==> src/rtl/psl_ccreg_if.sv <==
// Flag/bus bundle between the ALU datapath and the PSL condition-code register.
// The master drives the flags and the microcode controls. The slave returns the CC state.
interface psl_ccreg_if;
    logic [2:0]  ccctl_h;
    logic [1:0]  dsize_h;
    logic        double_enable_h;
    logic        alu_c31_l;
    logic        alu_c15_l;
    logic        alu_c7_l;
    logic        alu_v31_h;
    logic        alu_v15_h;
    logic        alu_v7_h;
    logic [3:0]  wmuxz_h;
    logic [31:0] wbus_h;
    logic        psl_iv_h;
    logic        trap_ack_h;
    logic [3:0]  psl_cc_h;
    logic [3:0]  alu_cc_h;
    logic        pslc_h;
    logic        iov_trap_h;
    logic        dbl_half_h;

    modport master (
        output ccctl_h, dsize_h, double_enable_h,
        output alu_c31_l, alu_c15_l, alu_c7_l,
        output alu_v31_h, alu_v15_h, alu_v7_h,
        output wmuxz_h, wbus_h, psl_iv_h, trap_ack_h,
        input  psl_cc_h, alu_cc_h, pslc_h, iov_trap_h, dbl_half_h
    );

    modport slave (
        input  ccctl_h, dsize_h, double_enable_h,
        input  alu_c31_l, alu_c15_l, alu_c7_l,
        input  alu_v31_h, alu_v15_h, alu_v7_h,
        input  wmuxz_h, wbus_h, psl_iv_h, trap_ack_h,
        output psl_cc_h, alu_cc_h, pslc_h, iov_trap_h, dbl_half_h
    );
endinterface

==> src/rtl/psl_ccreg.sv <==
// Condition-code register: size-selected NZVC, quad zero merge across two halves,
// ALU-CC and PSL NZVC update under microcode control, and a sticky integer-overflow trap.
module psl_ccreg (
    input  logic              qd_clk_l,
    input  logic              reset_l,
    psl_ccreg_if.slave        bus
);

    typedef enum logic {
        IDLE = 1'b0,
        HALF = 1'b1
    } state_e;

    localparam logic [2:0] CC_HOLD   = 3'b000;
    localparam logic [2:0] CC_ALU    = 3'b001;
    localparam logic [2:0] CC_BOTH   = 3'b010;
    localparam logic [2:0] CC_KEEPC  = 3'b011;
    localparam logic [2:0] CC_CLRV   = 3'b100;
    localparam logic [2:0] CC_LOAD   = 3'b101;
    localparam logic [2:0] CC_COMMIT = 3'b110;
    localparam logic [2:0] CC_CLEAR  = 3'b111;

    state_e     state_q, state_d;
    logic       zlo_q, zlo_d;
    logic [3:0] alu_cc_q, alu_cc_d;
    logic [3:0] psl_cc_q, psl_cc_d;
    logic       iov_q, iov_d;

    logic       n_flag, z_flag, v_flag, c_flag;
    logic       z_eff;
    logic [3:0] flags;
    logic       alu_op;
    logic       first_half;
    logic       trap_set;

    // NOTE: every always_comb output gets a value before any branch, so no path can leave it unassigned and infer a latch.
    always_comb begin
        n_flag = bus.wbus_h[31];
        z_flag = &bus.wmuxz_h;
        v_flag = bus.alu_v31_h;
        c_flag = ~bus.alu_c31_l;
        case (bus.dsize_h)
            2'b00: begin
                n_flag = bus.wbus_h[7];
                z_flag = bus.wmuxz_h[0];
                v_flag = bus.alu_v7_h;
                c_flag = ~bus.alu_c7_l;
            end
            2'b01: begin
                n_flag = bus.wbus_h[15];
                z_flag = &bus.wmuxz_h[1:0];
                v_flag = bus.alu_v15_h;
                c_flag = ~bus.alu_c15_l;
            end
            default: ;
        endcase
    end

    assign alu_op     = (bus.ccctl_h inside {CC_ALU, CC_BOTH, CC_KEEPC, CC_CLRV});
    assign first_half = (state_q == IDLE) && bus.double_enable_h && alu_op;
    // The second half of a quad sees only the high longword's zero. The low half was latched into zlo.
    assign z_eff      = (state_q == HALF) ? (z_flag & zlo_q) : z_flag;
    assign flags      = {n_flag, z_eff, v_flag, c_flag};

    always_comb begin
        state_d  = IDLE;
        zlo_d    = 1'b0;
        alu_cc_d = alu_cc_q;
        psl_cc_d = psl_cc_q;
        trap_set = 1'b0;

        if (first_half) begin
            state_d = HALF;
            zlo_d   = z_flag;
        end else begin
            case (bus.ccctl_h)
                CC_HOLD: ;
                CC_ALU: alu_cc_d = flags;
                CC_BOTH: begin
                    alu_cc_d = flags;
                    psl_cc_d = flags;
                    trap_set = v_flag & bus.psl_iv_h;
                end
                CC_KEEPC: begin
                    alu_cc_d = flags;
                    psl_cc_d = {flags[3:1], psl_cc_q[0]};
                    trap_set = v_flag & bus.psl_iv_h;
                end
                CC_CLRV: begin
                    alu_cc_d = flags;
                    psl_cc_d = {flags[3:2], 1'b0, psl_cc_q[0]};
                end
                CC_LOAD:   psl_cc_d = bus.wbus_h[3:0];
                CC_COMMIT: psl_cc_d = alu_cc_q;
                CC_CLEAR:  psl_cc_d = 4'b0000;
            endcase
        end

        // A new overflow in the same cycle as an acknowledge must not be lost.
        iov_d = trap_set | (iov_q & ~bus.trap_ack_h);
    end

    // NOTE: sequential state uses non-blocking assignments so all registers sample the pre-edge values together.
    always_ff @(posedge qd_clk_l or negedge reset_l) begin
        if (!reset_l) begin
            state_q  <= IDLE;
            zlo_q    <= 1'b0;
            alu_cc_q <= 4'b0000;
            psl_cc_q <= 4'b0000;
            iov_q    <= 1'b0;
        end else begin
            state_q  <= state_d;
            zlo_q    <= zlo_d;
            alu_cc_q <= alu_cc_d;
            psl_cc_q <= psl_cc_d;
            iov_q    <= iov_d;
        end
    end

    assign bus.psl_cc_h   = psl_cc_q;
    assign bus.alu_cc_h   = alu_cc_q;
    assign bus.pslc_h     = psl_cc_q[0];
    assign bus.iov_trap_h = iov_q;
    assign bus.dbl_half_h = (state_q == HALF);

endmodule

==> src/flat_wrapper.sv <==
// flat-port wrapper written by rule: the top's interface ports become plain ports
module psl_ccreg_flat 
  (qd_clk_l, reset_l, bus_ccctl_h, bus_dsize_h, bus_double_enable_h, bus_alu_c31_l, bus_alu_c15_l, bus_alu_c7_l, bus_alu_v31_h, bus_alu_v15_h, bus_alu_v7_h, bus_wmuxz_h, bus_wbus_h, bus_psl_iv_h, bus_trap_ack_h, bus_psl_cc_h, bus_alu_cc_h, bus_pslc_h, bus_iov_trap_h, bus_dbl_half_h);
  psl_ccreg_if bus_i ();
  input  logic qd_clk_l;
  input  logic reset_l;
  input wire logic [$bits(bus_i.ccctl_h)-1:0] bus_ccctl_h;
  input wire logic [$bits(bus_i.dsize_h)-1:0] bus_dsize_h;
  input wire logic [$bits(bus_i.double_enable_h)-1:0] bus_double_enable_h;
  input wire logic [$bits(bus_i.alu_c31_l)-1:0] bus_alu_c31_l;
  input wire logic [$bits(bus_i.alu_c15_l)-1:0] bus_alu_c15_l;
  input wire logic [$bits(bus_i.alu_c7_l)-1:0] bus_alu_c7_l;
  input wire logic [$bits(bus_i.alu_v31_h)-1:0] bus_alu_v31_h;
  input wire logic [$bits(bus_i.alu_v15_h)-1:0] bus_alu_v15_h;
  input wire logic [$bits(bus_i.alu_v7_h)-1:0] bus_alu_v7_h;
  input wire logic [$bits(bus_i.wmuxz_h)-1:0] bus_wmuxz_h;
  input wire logic [$bits(bus_i.wbus_h)-1:0] bus_wbus_h;
  input wire logic [$bits(bus_i.psl_iv_h)-1:0] bus_psl_iv_h;
  input wire logic [$bits(bus_i.trap_ack_h)-1:0] bus_trap_ack_h;
  output wire logic [$bits(bus_i.psl_cc_h)-1:0] bus_psl_cc_h;
  output wire logic [$bits(bus_i.alu_cc_h)-1:0] bus_alu_cc_h;
  output wire logic [$bits(bus_i.pslc_h)-1:0] bus_pslc_h;
  output wire logic [$bits(bus_i.iov_trap_h)-1:0] bus_iov_trap_h;
  output wire logic [$bits(bus_i.dbl_half_h)-1:0] bus_dbl_half_h;
  assign bus_i.ccctl_h = bus_ccctl_h;
  assign bus_i.dsize_h = bus_dsize_h;
  assign bus_i.double_enable_h = bus_double_enable_h;
  assign bus_i.alu_c31_l = bus_alu_c31_l;
  assign bus_i.alu_c15_l = bus_alu_c15_l;
  assign bus_i.alu_c7_l = bus_alu_c7_l;
  assign bus_i.alu_v31_h = bus_alu_v31_h;
  assign bus_i.alu_v15_h = bus_alu_v15_h;
  assign bus_i.alu_v7_h = bus_alu_v7_h;
  assign bus_i.wmuxz_h = bus_wmuxz_h;
  assign bus_i.wbus_h = bus_wbus_h;
  assign bus_i.psl_iv_h = bus_psl_iv_h;
  assign bus_i.trap_ack_h = bus_trap_ack_h;
  assign bus_psl_cc_h = bus_i.psl_cc_h;
  assign bus_alu_cc_h = bus_i.alu_cc_h;
  assign bus_pslc_h = bus_i.pslc_h;
  assign bus_iov_trap_h = bus_i.iov_trap_h;
  assign bus_dbl_half_h = bus_i.dbl_half_h;
  psl_ccreg u_core (.qd_clk_l(qd_clk_l), .reset_l(reset_l), .bus(bus_i));
endmodule
==> config.mk <==
export PLATFORM = sky130hd
export DESIGN_NAME = psl_ccreg_flat
export DESIGN_NICKNAME = d
export VERILOG_FILES = /design/src/rtl/psl_ccreg_if.sv /design/src/rtl/psl_ccreg.sv /design/src/flat_wrapper.sv
export SDC_FILE = /design/constraint.sdc
export NUM_CORES = 1
export LEC_CHECK = 0
export ABC_AREA = 0
export CAP_MARGIN = 25
export CORE_AREA = 2 2 39 41
export DETAILED_ROUTE_END_ITERATION = 16
export DIE_AREA = 0 0 41 43
export DONT_BUFFER_PORTS = 1
export MAX_ROUTING_LAYER = met4
export PLACE_DENSITY = 0.68
export SETUP_SLACK_MARGIN = 0.4
export SYNTH_ARGS = -nofsm -noshare
export SYNTH_HDL_FRONTEND = slang
export SYNTH_SLANG_ARGS = --single-unit
==> constraint.sdc <==
create_clock -name qd_clk_l -period 1.61 [get_ports qd_clk_l]
set_input_delay 0.322 -clock qd_clk_l [delete_from_list [all_inputs] [get_ports qd_clk_l]]
set_output_delay 0.322 -clock qd_clk_l [all_outputs]
set_load 0.02 [all_outputs]
==> results by group, run 1 <==
Status
  • Status: completed

Global routing
  • Total gr overflow: 0
  • Vias in the first global route: 513
  • Pin count of the biggest net entering global routing: 12
  • First-pass GRT wire length: 2120 um
  • Gr usage total: 18.4%
  • Initial antenna violation count: 0

Floorplan
  • Core Region: 1380 sq um
  • Die area: 1760 sq um
  • Die W: 41 um
  • Row count: 14
  • Starting Density: 49.5%
  • Die Y: 43 um
  • Ports: 63

Timing
  • Setup Skew: 1.28 ps
  • Setup WS post-layout: 321 ps
  • Setup_tns: 0 ps
  • Slew Limit Fails: 0
  • Period minus WS final: 1290 ps
  • Final worst path period share: 80.1%
  • Hold_ws: 134 ps
  • Hold Fails Final Rpt: 0
  • RSZ-0062 raised after global routing: yes
  • F_max: 776 MHz
  • Worst-Margin Slew: 482 ps
  • Setup violators final: 0
  • Max_slew headroom: 67.8%

Clocking
  • CTS Root Cell: clkbuf_4
  • Bufs on Longest Clock Path: 2
  • Clock Sinks: 11
  • CTS tree: done
  • Reg clk slew, reported paths: 70 ps
  • Skew-Pair Late Insertion Delay: 270 ps
  • H-tree Lvls: 1
  • Num CTS Buffers: 3

Logic synthesis
  • Synth top area share: 40.2%
  • FFs w/ async S/R, synth: 100%
  • Cell taking the most area after synthesis: dfrtp_1
  • Yosys warns: 0
  • Cell area after synthesis: 684 sq um
  • Syn Area/Cell: 10.7 sq um
  • Main synth FF type: dfrtp_1
  • Syn Nets: 116
  • Sequential area share after synthesis: 40.2%
  • Largest cells by area after synthesis: dfrtp_1 (40%), mux2_2 (6.6%), mux2i_1 (5.9%)
  • EDFF count, synth: 0
  • Syn Inst Count: 64
  • #FFs+latches synth: 11
  • Unique masters post-synth: 31

Place
  • DP Worst Slack: 291 ps
  • Placed wire-length estimate: 1080 um
  • PortBufs: 0
  • Dpl cells: 79
  • Placer Congestion: 0.727
  • Dpl cell area: 711 sq um

Pwr
  • Static leakage: 0.333 nW
  • Maximum vdd drop: 0.000589 V
  • Cell Pwr Density: 1000 nW/um^2
  • Design Power: 0.755 mW

Drt
  • Final WL: 1320 um
  • Drt wl/cell: 15.7 um
  • TritonRoute pass-1 iters: 4
  • DRC: 0
  • Vias/cell: 5.96
  • Via Count: 501
  • Post-DRT Antenna Nets: 0
  • Initial DRC Count: 1

Final layout
  • Layout Area Growth over Synthesis: 10.4%
  • Fin cells: 84
  • Register area: 278 sq um
  • # diodes: 0
  • Layout net count: 121
  • Post-route design area: 756 sq um
  • Commonest non-fill, non-tap cell in the layout: dfrtp_1
  • Multi-input gate area: 407 sq um
  • Fillers: 135
  • Layout Utilization: 54.6%
  • Layout cells sized above 1: 30.9%
  • Most frequent cells in the layout: dfrtp_1 (9), o21ai_0 (5), mux2i_1 (4)

Worst setup path
  • Setup crit end kind: flip-flop
  • Worst path required time: 1770 ps
  • Setup crit start: u_core.bus.dbl_half_h$_DFF_PN0_
  • WP data arrival: 1450 ps
  • R2R Path Start: u_core.bus.dbl_half_h$_DFF_PN0_
  • Critical path startpoint category: flip-flop
  • CP Class: flip-flop to flip-flop
  • Critical-path maximum fanout: 4

Flow run
  • Total of max-cap violations: 0

Worst hold path
  • Min-delay src: bus_trap_ack_h
  • Hold/Removal Path Class: primary input to flip-flop
==> synthesized netlist by cell type (all sizes together), types with 2 or more instances <==
library cell,instances
dfrtp,11
mux2,8
nor2,4
a22oi,3
o21ai,7
nor2b,4
inv,4
nand2,2
nand2b,2
mux2i,4
==> critical path: stages (launching register included) <==
cell and delay (ps):
dfrtp_2 480, nor2b_4 170, o21ai_1 80, o21a_2 150
mux2_4 300
==> path summary, 6_finish.rpt <==
check | slack [ps] | cells past startpoint | endpoint
worst max-delay path | 320 | 4 | u_core.bus.psl_cc_h[1]$_DFFE_PN0P_
worst min-delay path | 130 | 1 | u_core.bus.iov_trap_h$_DFF_PN0_
worst max register to register | 320 | 4 | u_core.bus.psl_cc_h[1]$_DFFE_PN0P_
worst min register to register | 620 | 3 | u_core.bus.alu_cc_h[2]$_DFFE_PN0P_
max in group asynchronous | 820 | 1 | u_core.bus.psl_cc_h[0]$_DFFE_PN0P_
min in group asynchronous | 440 | 1 | u_core.zlo_q$_DFF_PN0_
==> cells by family after synthesis <==
logic type	synth area share, %
compound gates	19.6
simple gates	15.0
mux	19.6
flops	40.2
buf+inv	3.29
xor+xnor	2.38
==> state kept, by name (all words and copies together), names as in the netlist <==
register and cells:
u_core.bus.alu_cc_h 4, u_core.zlo_q 1, u_core.bus.iov_trap_h 1, u_core.bus.psl_cc_h 4
u_core.bus.dbl_half_h 1
==> final cells by class <==
type / count / area share, %
Multi-Input combinational cell: 48 / 53.8
Sequential cell: 11 / 36.8
Clock buffer: 4 / 3.48
Tap cell: 16 / 2.65
Inverter: 4 / 1.99
Timing Repair Buffer: 1 / 1.32
==> power by group <==
group / switching, mW / internal, mW
Combinational: 0.0597 / 0.0824
Clock: 0.0959 / 0.0961
Sequential: 0.0994 / 0.322
==> routing by layer <==
layer | share of wire [%] | GRT usage (%)
met4 | 2.0 | 8.00
met5 | 0 | -
met1 | 42 | 22.8
met3 | 7.9 | 6.28
met2 | 48 | 26.3
==> timing repair <==
| action | in CTS | in global routing |
|---|---|---|
| endpoints found under the setup margin | 3 | 7 |
| setup buffers | 0 | 0 |
| hold buffers | 1 | 0 |
| resized for setup | 2 | 3 |
| hold endpoints to repair | 11 | 0 |
No activity file was read; power rests on OpenSTA's default activity.
==> inputs of run 2 (changes only) <==
--- a/config.mk
+++ b/config.mk
@@ -12,7 +12,7 @@
 export DIE_AREA = 0 0 41 43
 export DONT_BUFFER_PORTS = 1
 export MAX_ROUTING_LAYER = met4
-export PLACE_DENSITY = 0.68
+export PLACE_DENSITY = 0.71
 export SETUP_SLACK_MARGIN = 0.4
 export SYNTH_ARGS = -nofsm -noshare
 export SYNTH_HDL_FRONTEND = slang
==> constraint.sdc (replaced) <==
create_clock -name qd_clk_l -period 1.1 [get_ports qd_clk_l]
set_input_delay 0.22 -clock qd_clk_l [delete_from_list [all_inputs] [get_ports qd_clk_l]]
set_output_delay 0.22 -clock qd_clk_l [all_outputs]
set_load 0.02 [all_outputs]
==> run 2 against run 1 <==
Compared with the run above:
- the flow now finishes with violations (hold timing, setup timing)
- worst hold slack got worse by 170 ps
- first-iteration DRC count rose to 4.0 times the previous value
- global-route usage rose by 3.3 points
- final area rose by 20%
- critical path depth did not move
- sequential power rose by 33%
- clock-buffer cell count did not move
- critical path type unchanged
- largest cell class unchanged
- highest routed layer unchanged
==> results by group, run 2 (synthesized netlist as in run 1, its figures left out) <==
Clocking
  • Bufs on Longest Clock Path: 2
  • H-tree Lvls: 1
  • CTS tree: done
  • CTS Root Cell: clkbuf_4
  • Skew-Pair Late Insertion Delay: 280 ps
  • Clock Sinks: 11
  • Num CTS Buffers: 3
  • Reg clk slew, reported paths: 80 ps

Global routing
  • Gr usage total: 21.7%
  • Initial antenna violation count: 0
  • Vias in the first global route: 577
  • Pin count of the biggest net entering global routing: 12
  • First-pass GRT wire length: 2430 um
  • Total gr overflow: 0

Pwr
  • Maximum vdd drop: 0.000839 V
  • Int Power: 0.865 mW
  • Cell Pwr Density: 1420 nW/um^2
  • Switching power: 0.423 mW
  • Reg power frac: 43.6%
  • Static leakage: 0.423 nW
  • Combinational power share: 33.8%
  • Clock power frac: 22.6%
  • Sw Ratio: 32.8%

Timing
  • Setup WS post-layout: -120 ps
  • Hold Fails Final Rpt: 11
  • RSZ-0062 raised after global routing: yes
  • Hold_ws: -34.0 ps
  • Max_slew headroom: 65.9%
  • F_max: 820 MHz
  • Setup violators final: 8
  • Setup Skew: 5.02 ps
  • Period minus WS final: 1220 ps
  • Final worst path period share: 111%
  • Worst-Margin Slew: 511 ps
  • Slew Limit Fails: 0

Final layout
  • Commonest non-fill, non-tap cell in the layout: dfrtp_1
  • # diodes: 0
  • Most frequent cells in the layout: dfrtp_1 (8), buf_4 (7), mux2_4 (5), buf_6 (5)
  • Layout net count: 134
  • Layout Utilization: 65.7%
  • Layout cells sized above 1: 49.4%
  • Layout Area Growth over Synthesis: 32.9%

Floorplan
  • Die area: 1760 sq um
  • Die W: 41 um
  • Starting Density: 49.5%
  • Row count: 14
  • Ports: 63
  • Core Region: 1380 sq um
  • Die Y: 43 um

Drt
  • Final WL: 1560 um
  • Via Count: 547
  • Vias/cell: 5.64
  • Initial DRC Count: 4
  • TritonRoute pass-1 iters: 2
  • Post-DRT Antenna Nets: 0
  • DRC: 0
  • Drt wl/cell: 16.1 um

Worst setup path
  • WP data arrival: 1390 ps
  • CP Class: flip-flop to flip-flop
  • Worst path required time: 1270 ps
  • Critical-path maximum fanout: 3
  • Critical path startpoint category: flip-flop
  • Setup crit end kind: flip-flop

Place
  • Placer Congestion: 0.802
  • Placed wire-length estimate: 1220 um
  • PortBufs: 0
  • DP Worst Slack: -121 ps

Flow run
  • Total of max-cap violations: 0

Worst hold path
  • Hold/Removal Path Class: primary input to async pin

Status
  • Failing checks: hold timing, setup timing
  • Status: finished, violations left
[run 2: cell count changes in the layout (fill, tap and decap cells not counted), sizes merged]
cell / before / now
buf: 0 / 13
dlygate4sd3: 1 / 0
dlymetal6s4s: 0 / 1
[run 2: layout make-up]
class | instances | area [sq um]
flip-flops and latches | 11 | 279
multi-input cells | 48 | 428
inverters | 4 | 15.0
fillers | 120 | 474
well taps | 16 | 20.0
clock buffers | 4 | 26.3
repair buffers | 14 | 141
[run 2: power by group through the flow]
stage / Combinational, mW / Clock [mW] / Sequential (mW)
after detailed placement: 0.379 / 0 / 0.561
after global placement: 0.371 / 0 / 0.559
after CTS: 0.440 / 0.295 / 0.562
after floorplan: 0.219 / 0 / 0.606
after global routing: 0.469 / 0.315 / 0.571
final: 0.436 / 0.291 / 0.561
[run 2: worst paths after layout]
check | depth (start not counted) | to | slack, ps | from
min in group qd_clk_l | 1 | u_core.bus.iov_trap_h$_DFF_PN0_ | 30 | bus_trap_ack_h
worst min-delay path | 1 | u_core.bus.psl_cc_h[0]$_DFFE_PN0P_ | -30 | reset_l
worst max register to register | 4 | u_core.bus.psl_cc_h[1]$_DFFE_PN0P_ | -120 | u_core.bus.dbl_half_h$_DFF_PN0_
worst min register to register | 1 | u_core.bus.psl_cc_h[2]$_DFFE_PN0P_ | 540 | u_core.bus.psl_cc_h[2]$_DFFE_PN0P_
max in group asynchronous | 1 | u_core.bus.iov_trap_h$_DFF_PN0_ | 760 | reset_l
worst max-delay path | 4 | u_core.bus.psl_cc_h[1]$_DFFE_PN0P_ | -120 | u_core.bus.dbl_half_h$_DFF_PN0_
[run 2: repair_timing]
| item | CTS | global route |
|---|---|---|
| hold endpoints to repair | 11 | 0 |
| pin swaps | 0 | 1 |
| gates resized for setup | 11 | 1 |
| setup endpoints to repair | 22 | 33 |
| hold buffers | 1 | 0 |
| setup buffers | 1 | 0 |
[run 2: per-layer routing]
metal / global-route usage, % / part of all wire, %
met1: 28.1 / 41
met2: 28.4 / 48
met3: 7.85 / 8.6
met4: 12.0 / 2.1
met5: - / 0
[run 2: worst max-delay path: stages, from the launching register on]
cell,delay (ps)
dfrtp_2,430
nor2b_4,140
o21ai_1,80
o21a_1,150
mux2_4,310
[run 2: stage by stage]
stage / std cells / cell area [sq um] / TNS [ps] / power, mW / hold WS [ps]
6_report: 97 / 910 / -599 / 1.29 / -34.0
4_1_cts: 97 / 907 / -709 / 1.30 / 31.4
3_5_place_dp: 91 / 812 / -549 / 0.940 / -75.4
5_1_grt: 97 / 910 / -978 / 1.36 / 25.5
2_1_floorplan: 64 / 713 / -349 / 0.825 / -75.6
3_3_place_gp: 91 / 812 / -456 / 0.930 / -75.4
==> inputs of run 3 (changes only) <==
--- a/config.mk
+++ b/config.mk
@@ -17,3 +17,4 @@
 export SYNTH_ARGS = -nofsm -noshare
 export SYNTH_HDL_FRONTEND = slang
 export SYNTH_SLANG_ARGS = --single-unit
+export TNS_END_PERCENT = 1
==> run 3 against run 2 <==
Compared with the run above:
- the flow still finishes with violations (hold timing, setup timing)
- worst hold slack about the same
- sequential cell count stayed put
- worst setup slack better by 9.4 ps
- first-iteration DRC count grew 75%
==> results by group, run 3 (synthesized netlist as in run 1, its figures left out) <==
Final layout
  • Fin cells: 96
  • Most frequent cells in the layout: dfrtp_1 (9), buf_6 (6), buf_4 (6)
  • Commonest non-fill, non-tap cell in the layout: dfrtp_1
  • # diodes: 0
  • Layout cells sized above 1: 45.0%
  • Fillers: 114
  • Layout Area Growth over Synthesis: 29.1%
  • Layout net count: 133

Worst setup path
  • Critical Path, Cell by Cell: nor2b_4 > o21ai_2 > o21a_2 > mux2_4
  • Critical-path maximum fanout: 3
  • Worst path required time: 1250 ps
  • WP data arrival: 1360 ps
  • Slowest CP cell: dfrtp_2
  • CP max stage delay: 440 ps
  • Critical path startpoint category: flip-flop
  • CP Class: flip-flop to flip-flop
  • Setup crit end kind: flip-flop

Floorplan
  • Die Y: 43 um
  • Core Region: 1380 sq um
  • Row count: 14
  • Ports: 63
  • Starting Density: 49.5%
  • Die area: 1760 sq um
  • Die W: 41 um

Clocking
  • CTS Root Cell: clkbuf_4
  • Clock Sinks: 11
  • Num CTS Buffers: 3
  • CTS tree: done
  • Bufs on Longest Clock Path: 2
  • Skew-Pair Late Insertion Delay: 270 ps
  • H-tree Lvls: 1
  • Reg clk slew, reported paths: 70 ps

Timing
  • Hold Fails Final Rpt: 11
  • Final worst path period share: 110%
  • Setup WS post-layout: -110 ps
  • Period minus WS final: 1210 ps
  • Hold_ws: -33.6 ps
  • Setup violators final: 8
  • RSZ-0062 raised after global routing: yes
  • Worst-Margin Slew: 491 ps
  • F_max: 826 MHz
  • Slew Limit Fails: 0
  • Max_slew headroom: 67.2%
  • Setup Skew: 3.04 ps

Drt
  • Vias/cell: 5.72
  • Final WL: 1530 um
  • DRC: 0
  • TritonRoute pass-1 iters: 4
  • Drt wl/cell: 15.9 um
  • Initial DRC Count: 7
  • Post-DRT Antenna Nets: 0
  • Via Count: 549

Global routing
  • First-pass GRT wire length: 2460 um
  • Gr usage total: 21.3%
  • Pin count of the biggest net entering global routing: 12
  • Total gr overflow: 0
  • Initial antenna violation count: 0
  • Vias in the first global route: 591

Flow run
  • Total of max-cap violations: 0

Place
  • Placer Congestion: 0.767
  • DP Worst Slack: -144 ps
  • PortBufs: 0
  • Dpl cells: 90

Worst hold path
  • Hold/Removal Path Class: primary input to async pin

Pwr
  • Maximum vdd drop: 0.000831 V
  • Static leakage: 0.411 nW
  • Cell Pwr Density: 1420 nW/um^2

Status
  • Status: finished, violations left
  • Failing checks: hold timing, setup timing
-- run 3: per-stage QoR --
| stage | instance area, sq um | utilization, % | total power, mW | TNS, ps |
|---|---|---|---|---|
| final | 883 | 63.8 | 1.26 | -699 |
| after global routing | 883 | 63.8 | 1.31 | -1080 |
| after CTS | 876 | 63.3 | 1.25 | -634 |
| after detailed placement | 788 | 57.0 | 0.908 | -646 |
| after global placement | 788 | 57.0 | 0.900 | -554 |
| after floorplan | 693 | - | 0.788 | -351 |
-- run 3: where the power goes --
group / switching [mW] / leakage (nW) / internal (mW)
clock network: 0.141 / 0.0150 / 0.140
logic: 0.187 / 0.259 / 0.235
registers: 0.0817 / 0.137 / 0.472
-- run 3: what timing repair did --
| item | in CTS | in global routing |
|---|---|---|
| hold endpoints to repair | 11 | 0 |
| setup buffers | 1 | 0 |
| endpoints found under the setup margin | 22 | 33 |
| hold buffers | 1 | 0 |
| resized for setup | 13 | 3 |
-- run 3: worst paths after layout --
check	start	to	slack (ps)	cells after the start
min in group qd_clk_l	bus_trap_ack_h	u_core.bus.iov_trap_h$_DFF_PN0_	40	1
max	u_core.bus.dbl_half_h$_DFF_PN0_	u_core.bus.psl_cc_h[2]$_DFFE_PN0P_	-110	4
min	reset_l	u_core.bus.dbl_half_h$_DFF_PN0_	-30	1
max reg2reg	u_core.bus.dbl_half_h$_DFF_PN0_	u_core.bus.psl_cc_h[2]$_DFFE_PN0P_	-110	4
min reg2reg	u_core.bus.psl_cc_h[1]$_DFFE_PN0P_	u_core.bus.psl_cc_h[1]$_DFFE_PN0P_	540	1
max in group asynchronous	reset_l	u_core.bus.psl_cc_h[0]$_DFFE_PN0P_	780	1
-- run 3: worst max-delay path: cells and delay by family, from the launching register on --
kind | cells | cell delay, ps
AOI/OAI and AO/OA | 2 | 230
muxes | 1 | 310
and+or+nand+nor | 1 | 130
DFF | 1 | 440
-- run 3: final cells by class --
cell class | instances | area [sq um] | share of cell area [%]
clock buffer | 4 | 26.3 | 2.97
sequential | 11 | 278 | 31.4
inverter | 4 | 15.0 | 1.70
multi-input combinational | 48 | 419 | 47.5
tap | 16 | 20.0 | 2.27
timing repair buffer | 13 | 125 | 14.2
-- run 3: routing by layer --
metal	wire, um	vias to the layer above	global-route usage (%)
li1	-	268	-
met5	0	-	-
met4	34	0	8.00
met2	791	21	33.1
met3	95	5	3.66
met1	607	255	26.6
